--- src/rtl/reg_dump_pkg.sv ---
// Shared definitions for the register dump engine.
//   dump_state_e  : FSM state encoding (IDLE, READ, SEND, DONE)
//   NUM_REGS_DEF  : default number of registers scanned
//   DATA_W_DEF    : default register data width
package reg_dump_pkg;

  typedef enum logic [1:0] {
    IDLE = 2'd0,
    READ = 2'd1,
    SEND = 2'd2,
    DONE = 2'd3
  } dump_state_e;

  localparam int NUM_REGS_DEF = 32;
  localparam int DATA_W_DEF   = 64;

endpackage

--- src/rtl/register_dump.sv ---
// register_dump: walks the register file's second read port and streams
// every architectural register out over a valid/ready interface while the
// CPU is halted.
//
// Ports:
//   clk        in   rising-edge clock
//   rst_n      in   asynchronous active-low reset
//   start      in   begins a dump when idle (ignored otherwise)
//   abort      in   cancels an in-progress dump, no done pulse
//   rf_addr    out  register index driven to the register file read port
//   rf_data    in   combinational read data for rf_addr
//   out_valid  out  out_data/out_index hold a register value
//   out_ready  in   consumer accepts the beat when out_valid && out_ready
//   out_data   out  captured register value
//   out_index  out  index of out_data
//   busy       out  high whenever the engine is not idle
//   done       out  one-cycle pulse after the last beat is accepted
import reg_dump_pkg::*;

module register_dump #(
  parameter int NUM_REGS = NUM_REGS_DEF,
  parameter int ADDR_W   = 5,
  parameter int DATA_W   = DATA_W_DEF
) (
  input  logic              clk,
  input  logic              rst_n,
  input  logic              start,
  input  logic              abort,
  output logic [ADDR_W-1:0] rf_addr,
  input  logic [DATA_W-1:0] rf_data,
  output logic              out_valid,
  input  logic              out_ready,
  output logic [DATA_W-1:0] out_data,
  output logic [ADDR_W-1:0] out_index,
  output logic              busy,
  output logic              done
);

  // Terminal index compare rather than a wrap, so NUM_REGS need not be a power of 2.
  localparam logic [ADDR_W-1:0] LAST_IDX = ADDR_W'(NUM_REGS - 1);

  dump_state_e       state_r;
  dump_state_e       state_s;
  logic [ADDR_W-1:0] index_r;
  logic [ADDR_W-1:0] index_s;
  logic              capture_s;
  logic              out_valid_r;
  logic              busy_r;
  logic              done_r;
  logic [DATA_W-1:0] out_data_r;
  logic [ADDR_W-1:0] out_index_r;

  // Next-state, next-index and snapshot-enable decode.
  always_comb begin
    state_s   = state_r;
    index_s   = index_r;
    capture_s = 1'b0;
    case (state_r)
      IDLE: begin
        // Start wins over a same-cycle abort: abort has no meaning here.
        if (start) begin
          state_s = READ;
        end else begin
          state_s = IDLE;
        end
        index_s = {ADDR_W{1'b0}};
      end
      READ: begin
        if (abort) begin
          state_s = IDLE;
          index_s = {ADDR_W{1'b0}};
        end else begin
          capture_s = 1'b1;
          state_s   = SEND;
        end
      end
      SEND: begin
        // Abort outranks the handshake: that beat is treated as not transferred.
        if (abort) begin
          state_s = IDLE;
          index_s = {ADDR_W{1'b0}};
        end else if (out_ready) begin
          if (index_r == LAST_IDX) begin
            state_s = DONE;
          end else begin
            state_s = READ;
            index_s = index_r + ADDR_W'(1);
          end
        end else begin
          state_s = SEND;
        end
      end
      DONE: begin
        state_s = IDLE;
        index_s = {ADDR_W{1'b0}};
      end
      default: begin
        state_s = IDLE;
        index_s = {ADDR_W{1'b0}};
      end
    endcase
  end

  // State, index and registered status outputs (decoded from the next state).
  always_ff @(posedge clk or negedge rst_n) begin
    if (!rst_n) begin
      state_r     <= IDLE;
      index_r     <= {ADDR_W{1'b0}};
      out_valid_r <= 1'b0;
      busy_r      <= 1'b0;
      done_r      <= 1'b0;
    end else begin
      state_r     <= state_s;
      index_r     <= index_s;
      out_valid_r <= (state_s == SEND);
      busy_r      <= (state_s != IDLE);
      done_r      <= (state_s == DONE);
    end
  end

  // Snapshot of the register value taken at the end of its READ cycle.
  always_ff @(posedge clk or negedge rst_n) begin
    if (!rst_n) begin
      out_data_r  <= {DATA_W{1'b0}};
      out_index_r <= {ADDR_W{1'b0}};
    end else if (capture_s) begin
      out_data_r  <= rf_data;
      out_index_r <= index_r;
    end else begin
      out_data_r  <= out_data_r;
      out_index_r <= out_index_r;
    end
  end

  assign rf_addr   = index_r;
  assign out_valid = out_valid_r;
  assign busy      = busy_r;
  assign done      = done_r;
  assign out_data  = out_data_r;
  assign out_index = out_index_r;

endmodule
--- config.mk ---
export PLATFORM = sky130hd
export DESIGN_NAME = register_dump
export DESIGN_NICKNAME = d
export VERILOG_FILES = /design/src/rtl/reg_dump_pkg.sv /design/src/rtl/register_dump.sv
export SDC_FILE = /design/constraint.sdc
export NUM_CORES = 1
export LEC_CHECK = 0
export CAP_MARGIN = 5
export CORE_MARGIN = 5
export CORE_UTILIZATION = 36
export CTS_CLUSTER_SIZE = 16
export DETAILED_ROUTE_END_ITERATION = 8
export PLACE_DENSITY = 0.75
export SYNTH_ARGS = -nofsm -noshare
export SYNTH_HDL_FRONTEND = slang
export SYNTH_SLANG_ARGS = --single-unit
--- constraint.sdc ---
create_clock -name clk -period 1.94 [get_ports clk]
set_clock_uncertainty 0.15 [all_clocks]
set_input_delay 0.388 -clock clk [delete_from_list [all_inputs] [get_ports clk]]
set_output_delay 0.388 -clock clk [all_outputs]
set_load 0.01 [all_outputs]
==> impl_metrics.env, run 1 <==
export IMPL_pwr_density_cell_nw_per_um2=1150
export IMPL_fin_crit_sh_pct=97.3
export IMPL_synthFlopType="dfrtp_1"
export IMPL_clockBufferDepth=2
export IMPL_die_x_um=102
export IMPL_synth_xor_area_share_pct=0
export IMPL_synth_seq_cells=79
export IMPL_pre_cts_slack_ns=-0.0899
export IMPL_grt_max_degree=40
export IMPL_async_flop_share_pct=100
export IMPL_wl_um=7470
export IMPL_avgRoutedWirePerCell_um=16.2
export IMPL_place_congestion=0.820
export IMPL_htreeDepth=3
export IMPL_yosysTopAreaCell="dfrtp_1"
export IMPL_overflow=0
export IMPL_die_area_sq_um=10300
export IMPL_cts_tree="done"
export IMPL_fin_cells=461
export IMPL_arrival_ns=1.96
export IMPL_synthMuxAreaShare_pct=25.7
export IMPL_setup_ws_ns=0.0527
export IMPL_setup_tns_ns=0
export IMPL_fmax_mhz=530
export IMPL_viasPerCell=4.69
export IMPL_grt_usage_pct=14.8
export IMPL_synth_adder_area_share_pct=0.828
export IMPL_irDropWorstVdd_v=0.000579
export IMPL_p_leak_nw=2.12
export IMPL_num_antenna_cells=0
export IMPL_crit_slowest_cell="dfrtp_2"
export IMPL_yosysSeqAreaShare_pct=65.4
export IMPL_critPathMaxFanout=5
export IMPL_netlist_area_sq_um=3020
export IMPL_synthTopCellsByArea="dfrtp_1 65%, mux2_2 22%, mux2_1 3.7%, buf_2 0.99%, ha_1 0.83%"
export IMPL_vias=2160
export IMPL_syn_inst=189
export IMPL_hpwl_um=5600
export IMPL_drv_cap=0
export IMPL_cts_buffers=9
export IMPL_tightest_slew_ns=0.388
export IMPL_final_core_util_pct=60.4
export IMPL_core_sq_um=8220
export IMPL_clk_pin_slew_ns=0.08
export IMPL_slew_headroom_pct=74.1
export IMPL_syn_to_final_growth_pct=64.3
export IMPL_final_max_slew_viol_count=0
export IMPL_rows=33
export IMPL_post_cts_buffers=0
export IMPL_synthesis_nets=260
export IMPL_numPortBuffers=145
export IMPL_status="finished, final reports clean"
export IMPL_hold_violations=0
export IMPL_dieHeight_um=102
export IMPL_nets=422
export IMPL_drtPass1Iterations=4
export IMPL_synth_edf_count=0
export IMPL_first_global_vias=2373
export IMPL_max_stage_delay_ns=0.43
export IMPL_cts_sinks=79
export IMPL_synth_most_common_cell="dfrtp_1"
export IMPL_synth_top_area_share_pct=65.4
export IMPL_hold_class="reg -> reg"
export IMPL_grt_pass1_wl_um=11900
export IMPL_cts_root_buf="clkbuf_8"
export IMPL_p_total_mw=5.71
export IMPL_required_ns=2.01
export IMPL_avgSynthCellArea_sq_um=16.0
export IMPL_finalSetupViolations=0
export IMPL_drive_above_1_share_pct=28.1
export IMPL_yosysUniqueCellTypes=27
export IMPL_startpoint_type="register"
export IMPL_crit_path_end_kind="register"
export IMPL_antenna_found_initial=0
export IMPL_synth_commonest_cells="79 x dfrtp_1, 59 x mux2_2, 10 x mux2_1"
export IMPL_dp_cells=444
export IMPL_post_route_min_period_ns=1.89
export IMPL_synth_warning_count=0
export IMPL_cp_cell_sequence="ha_4, and3_4, ha_4, and2b_2, o21ai_2, and2_4, a211o_1"
export IMPL_grt_setup_unrepaired="false"
export IMPL_drc=0
export IMPL_synth_top_family_by_area="multiplexers"
export IMPL_synth_compound_area_share_pct=1.82
export IMPL_io_pins=146
export IMPL_cpMostUsedCell="ha_4"
export IMPL_drt_iter0_drc=52
export IMPL_ant_nets=0
export IMPL_critPathKind="reg -> reg"
export IMPL_synth_simple_area_share_pct=4.22
export IMPL_initial_utilization_pct=36.8
export IMPL_insertion_delay_ns=0.33
## sequential cells by signal (all words and copies together) (netlist names)
register   cells
out_valid      1
rf_addr        5
done           1
busy           1
state_r        2
out_data      64
out_index      5
## cells in the final DEF (no fill, tap or decap), drive strengths merged, types with 2 or more instances in the layout
| cell | instances |
|---|---|
| o21ai | 2 |
| and2 | 2 |
| clkdlybuf4s50 | 140 |
| clkinv | 2 |
| a22o | 2 |
| dlygate4sd2 | 2 |
| bufinv | 2 |
| inv | 2 |
| nand3 | 4 |
| mux2 | 69 |
| dlymetal6s2s | 2 |
| nor2 | 2 |
| clkbuf | 11 |
| nand2 | 2 |
| dfrtp | 79 |
| and3 | 3 |
| nand2b | 3 |
| buf | 14 |
| ha | 2 |
## per-stage QoR
stage                     instance area, sq um  hold slack [ns]
final                                     4960            0.337
after global routing                      4960            0.352
after CTS                                 4950            0.342
after detailed placement                  4720            0.186
after global placement                    4720            0.187
after floorplan                           3060          -0.0576
## cells by family after synthesis
family / Yosys count
AOI/OAI and AO/OA: 8
muxes: 69
DFF: 79
adders and majority gates: 2
and+or+nand+nor: 21
buffers and inverters: 10
## where the power goes
part / total (mW) / switching (mW) / internal [mW] / leakage, nW
Sequential: 2.36 / 0.230 / 2.13 / 0.950
Combinational: 2.01 / 0.698 / 1.31 / 1.06
Clock: 1.35 / 0.587 / 0.761 / 0.110
Total: 5.71 / 1.51 / 4.20 / 2.12
## metal layers
| layer | part of all wire, % | wire length, um | GRT usage [%] |
|---|---|---|---|
| met1 | 38 | 2870 | 17.9 |
| met2 | 52 | 3910 | 25.8 |
| met3 | 8.6 | 642 | 4.13 |
| met4 | 0.66 | 49 | 4.60 |
| met5 | 0 | 0 | 0 |
## worst max-delay path: cells and delay by family, from the launching register on
family	cells	cell delay (ns)
flops	1	0.43
fa+ha+maj	2	0.32
simple gates	3	0.56
compound gates	2	0.31
## path summary, 6_finish.rpt
| kind | slack, ns | to | cells after the start | from |
|---|---|---|---|---|
| setup reg to reg | 0.05 | rf_addr[3] | 7 | rf_addr[1] |
| max in group asynchronous | 0.73 | out_data[58] | 3 | rst_n |
| setup / recovery | 0.05 | rf_addr[3] | 7 | rf_addr[1] |
| hold reg to reg | 0.34 | out_data[34] | 1 | out_data[34] |
| min in group asynchronous | 0.35 | out_data[5] | 2 | rst_n |
| hold / removal | 0.34 | out_data[34] | 1 | out_data[34] |
## what timing repair did
item / 4_1_cts / 5_1_grt
resized for setup: 4 / 5
hold buffers: 1 / 0
endpoints found under the hold margin: 26 / 0
setup endpoints to repair: 3 / 4
## final cells by class
class                           count  area [sq um]
Timing Repair Buffer              159          1600
Fill cell                         663          3250
Sequential cell                    79          1980
Clock buffer                       11           141
Tap cell                          105           131
Inverter                            2          7.51
Multi-Input combinational cell    100          1020
Clock inverter                      5          81.3
Power figures use the tool's default switching activity.
==> run 2: changes to the inputs <==
--- a/config.mk
+++ b/config.mk
@@ -7,10 +7,10 @@
 export LEC_CHECK = 0
 export CAP_MARGIN = 5
 export CORE_MARGIN = 5
-export CORE_UTILIZATION = 36
+export CORE_UTILIZATION = 45
 export CTS_CLUSTER_SIZE = 16
 export DETAILED_ROUTE_END_ITERATION = 8
-export PLACE_DENSITY = 0.75
+export DONT_BUFFER_PORTS = 1
 export SYNTH_ARGS = -nofsm -noshare
 export SYNTH_HDL_FRONTEND = slang
 export SYNTH_SLANG_ARGS = --single-unit
==> impl_metrics.env, run 2 (synthesis results as in run 1) <==
export IMPL_p_leak_nw=1.47
export IMPL_drv_cap=0
export IMPL_drt_iter0_drc=41
export IMPL_crit_path_end_kind="register"
export IMPL_final_core_util_pct=52.6
export IMPL_dr_max_layer_used="met4"
export IMPL_cts_tree="done"
export IMPL_status="finished, violations left"
export IMPL_path_delay_family="simple AND/OR/NAND/NOR gates"
export IMPL_numPortBuffers=0
export IMPL_viasPerCell=5.55
export IMPL_rows=29
export IMPL_cts_buffers=9
export IMPL_hold_violations=79
export IMPL_regArea_sq_um=1980
export IMPL_swShare_pct=30.0
export IMPL_p_int_mw=3.16
export IMPL_grt_usage_pct=15.0
export IMPL_mostFrequentLayoutCells="77 x dfrtp_1, 59 x mux2_2, 10 x mux2_1, 10 x clkbuf_8"
export IMPL_vias=1560
export IMPL_setup_tns_ns=0
export IMPL_critPathKind="reg -> reg"
export IMPL_htreeDepth=3
export IMPL_pwr_density_cell_nw_per_um2=1330
export IMPL_largest_reg_flops=64
export IMPL_wl_um=6120
export IMPL_p_clk_share_pct=26.9
export IMPL_finalInstanceArea_sq_um=3390
export IMPL_grt_pass1_wl_um=9940
export IMPL_die_area_sq_um=8450
export IMPL_drc=0
export IMPL_ctsHoldBuffers=1
export IMPL_fmax_mhz=524
export IMPL_startpoint_type="register"
export IMPL_grt_setup_unrepaired="false"
export IMPL_hpwl_um=4580
export IMPL_cts_root_buf="clkbuf_8"
export IMPL_ant_nets=0
export IMPL_avgRoutedWirePerCell_um=21.8
export IMPL_arrival_ns=1.97
export IMPL_place_congestion=0.730
export IMPL_placed_cell_area_sq_um=3170
export IMPL_crit_slowest_cell="dfrtp_2"
export IMPL_wl_met2_um=3180
export IMPL_num_antenna_cells=0
export IMPL_required_ns=2.00
export IMPL_drive_above_1_share_pct=45.1
export IMPL_holdWs_ns=-0.406
export IMPL_grt_max_degree=80
export IMPL_first_global_vias=1853
export IMPL_seq_power_share_pct=60.2
export IMPL_max_stage_delay_ns=0.43
export IMPL_drt_met1_wl_um=2160
export IMPL_antenna_found_initial=0
export IMPL_cpMostUsedCell="ha_4"
export IMPL_power_switching_mw=1.35
export IMPL_dieHeight_um=91.9
export IMPL_die_x_um=91.9
export IMPL_multi_input_area_sq_um=1020
export IMPL_critPathMaxFanout=5
export IMPL_wl_met3_um=706
export IMPL_post_route_min_period_ns=1.91
export IMPL_drtPass1Iterations=4
export IMPL_fillers=564
export IMPL_clk_pin_slew_ns=0.08
export IMPL_crit_buf_inv=0
export IMPL_final_max_slew_viol_count=0
export IMPL_power_frac_comb_pct=12.9
export IMPL_initial_utilization_pct=46.8
export IMPL_cp_cell_sequence="ha_4, and3_4, ha_4, and2b_2, o21ai_2, and2_4, a211o_1"
export IMPL_fin_crit_sh_pct=98.4
export IMPL_finalSetupViolations=0
export IMPL_insertion_delay_ns=0.33
export IMPL_slew_headroom_pct=75.6
export IMPL_core_sq_um=6460
export IMPL_overflow=0
export IMPL_hold_class="in -> async"
export IMPL_clockBufferDepth=2
export IMPL_layout_commonest_cell="dfrtp_1"
export IMPL_nets=270
export IMPL_syn_to_final_growth_pct=12.3
export IMPL_tightest_slew_ns=0.365
export IMPL_irDropWorstVdd_v=0.000625
export IMPL_violations="negative hold slack"
export IMPL_cts_sinks=79
export IMPL_io_pins=146
run 2: per-layer routing:
layer / track usage, % / vias to the layer above
li1: - / 695
met4: 6.06 / 0
met3: 7.04 / 6
met2: 25.7 / 83
met1: 16.0 / 776
met5: 0 / -
run 2: cell type report:
type                    count  area share [%]
flip-flops and latches     79            58.3
multi-input cells         100            30.2
clock buffers              10            4.05
well taps                  77            2.84
repair buffers              7            2.36
clock inverters             6            2.03
inverters                   2           0.221
run 2: worst register-to-register path, delay by kind of cell, from the launching register on:
family          cells  cell delay (ns)
flops               1             0.43
simple gates        3             0.57
fa+ha+maj           2             0.32
compound gates      2             0.33
run 2: metrics by stage:
step                      power, mW  setup slack [ns]  hold slack [ns]  instances
after floorplan                3.13           -0.0174          -0.0576        189
after global placement         3.30            0.0646          -0.0559        264
after detailed placement       3.36           0.00398          -0.0563        264
after CTS                      4.59            0.0255           -0.428        281
after global routing           4.77          0.000282           -0.439        281
final                          4.51            0.0315           -0.406        281
run 2: power groups by stage:
stage / clock [mW] / combinational, mW / sequential, mW
after floorplan: 0 / 0.506 / 2.62
after global placement: 0 / 0.544 / 2.76
after detailed placement: 0 / 0.593 / 2.77
after CTS: 1.26 / 0.596 / 2.74
after global routing: 1.33 / 0.659 / 2.78
final: 1.21 / 0.583 / 2.72
run 2: final timing paths:
check / from / endpoint / slack (ns) / depth (start not counted)
max: rf_addr[0] / rf_addr[3] / 0.03 / 7
min: rst_n / out_data[19] / -0.41 / 0
max reg2reg: rf_addr[0] / rf_addr[3] / 0.03 / 7
min reg2reg: state_r[0] / state_r[0] / 0.37 / 1
max in group asynchronous: rst_n / out_data[50] / 1.93 / 0
min in group clk: rf_data[38] / out_data[38] / 0.04 / 1
run 2: timing repair:
action                                  4_1_cts  5_1_grt
endpoints found under the setup margin        2        1
hold endpoints to repair                     80       79
buffers inserted                              0        0
gates resized for setup                       1        2
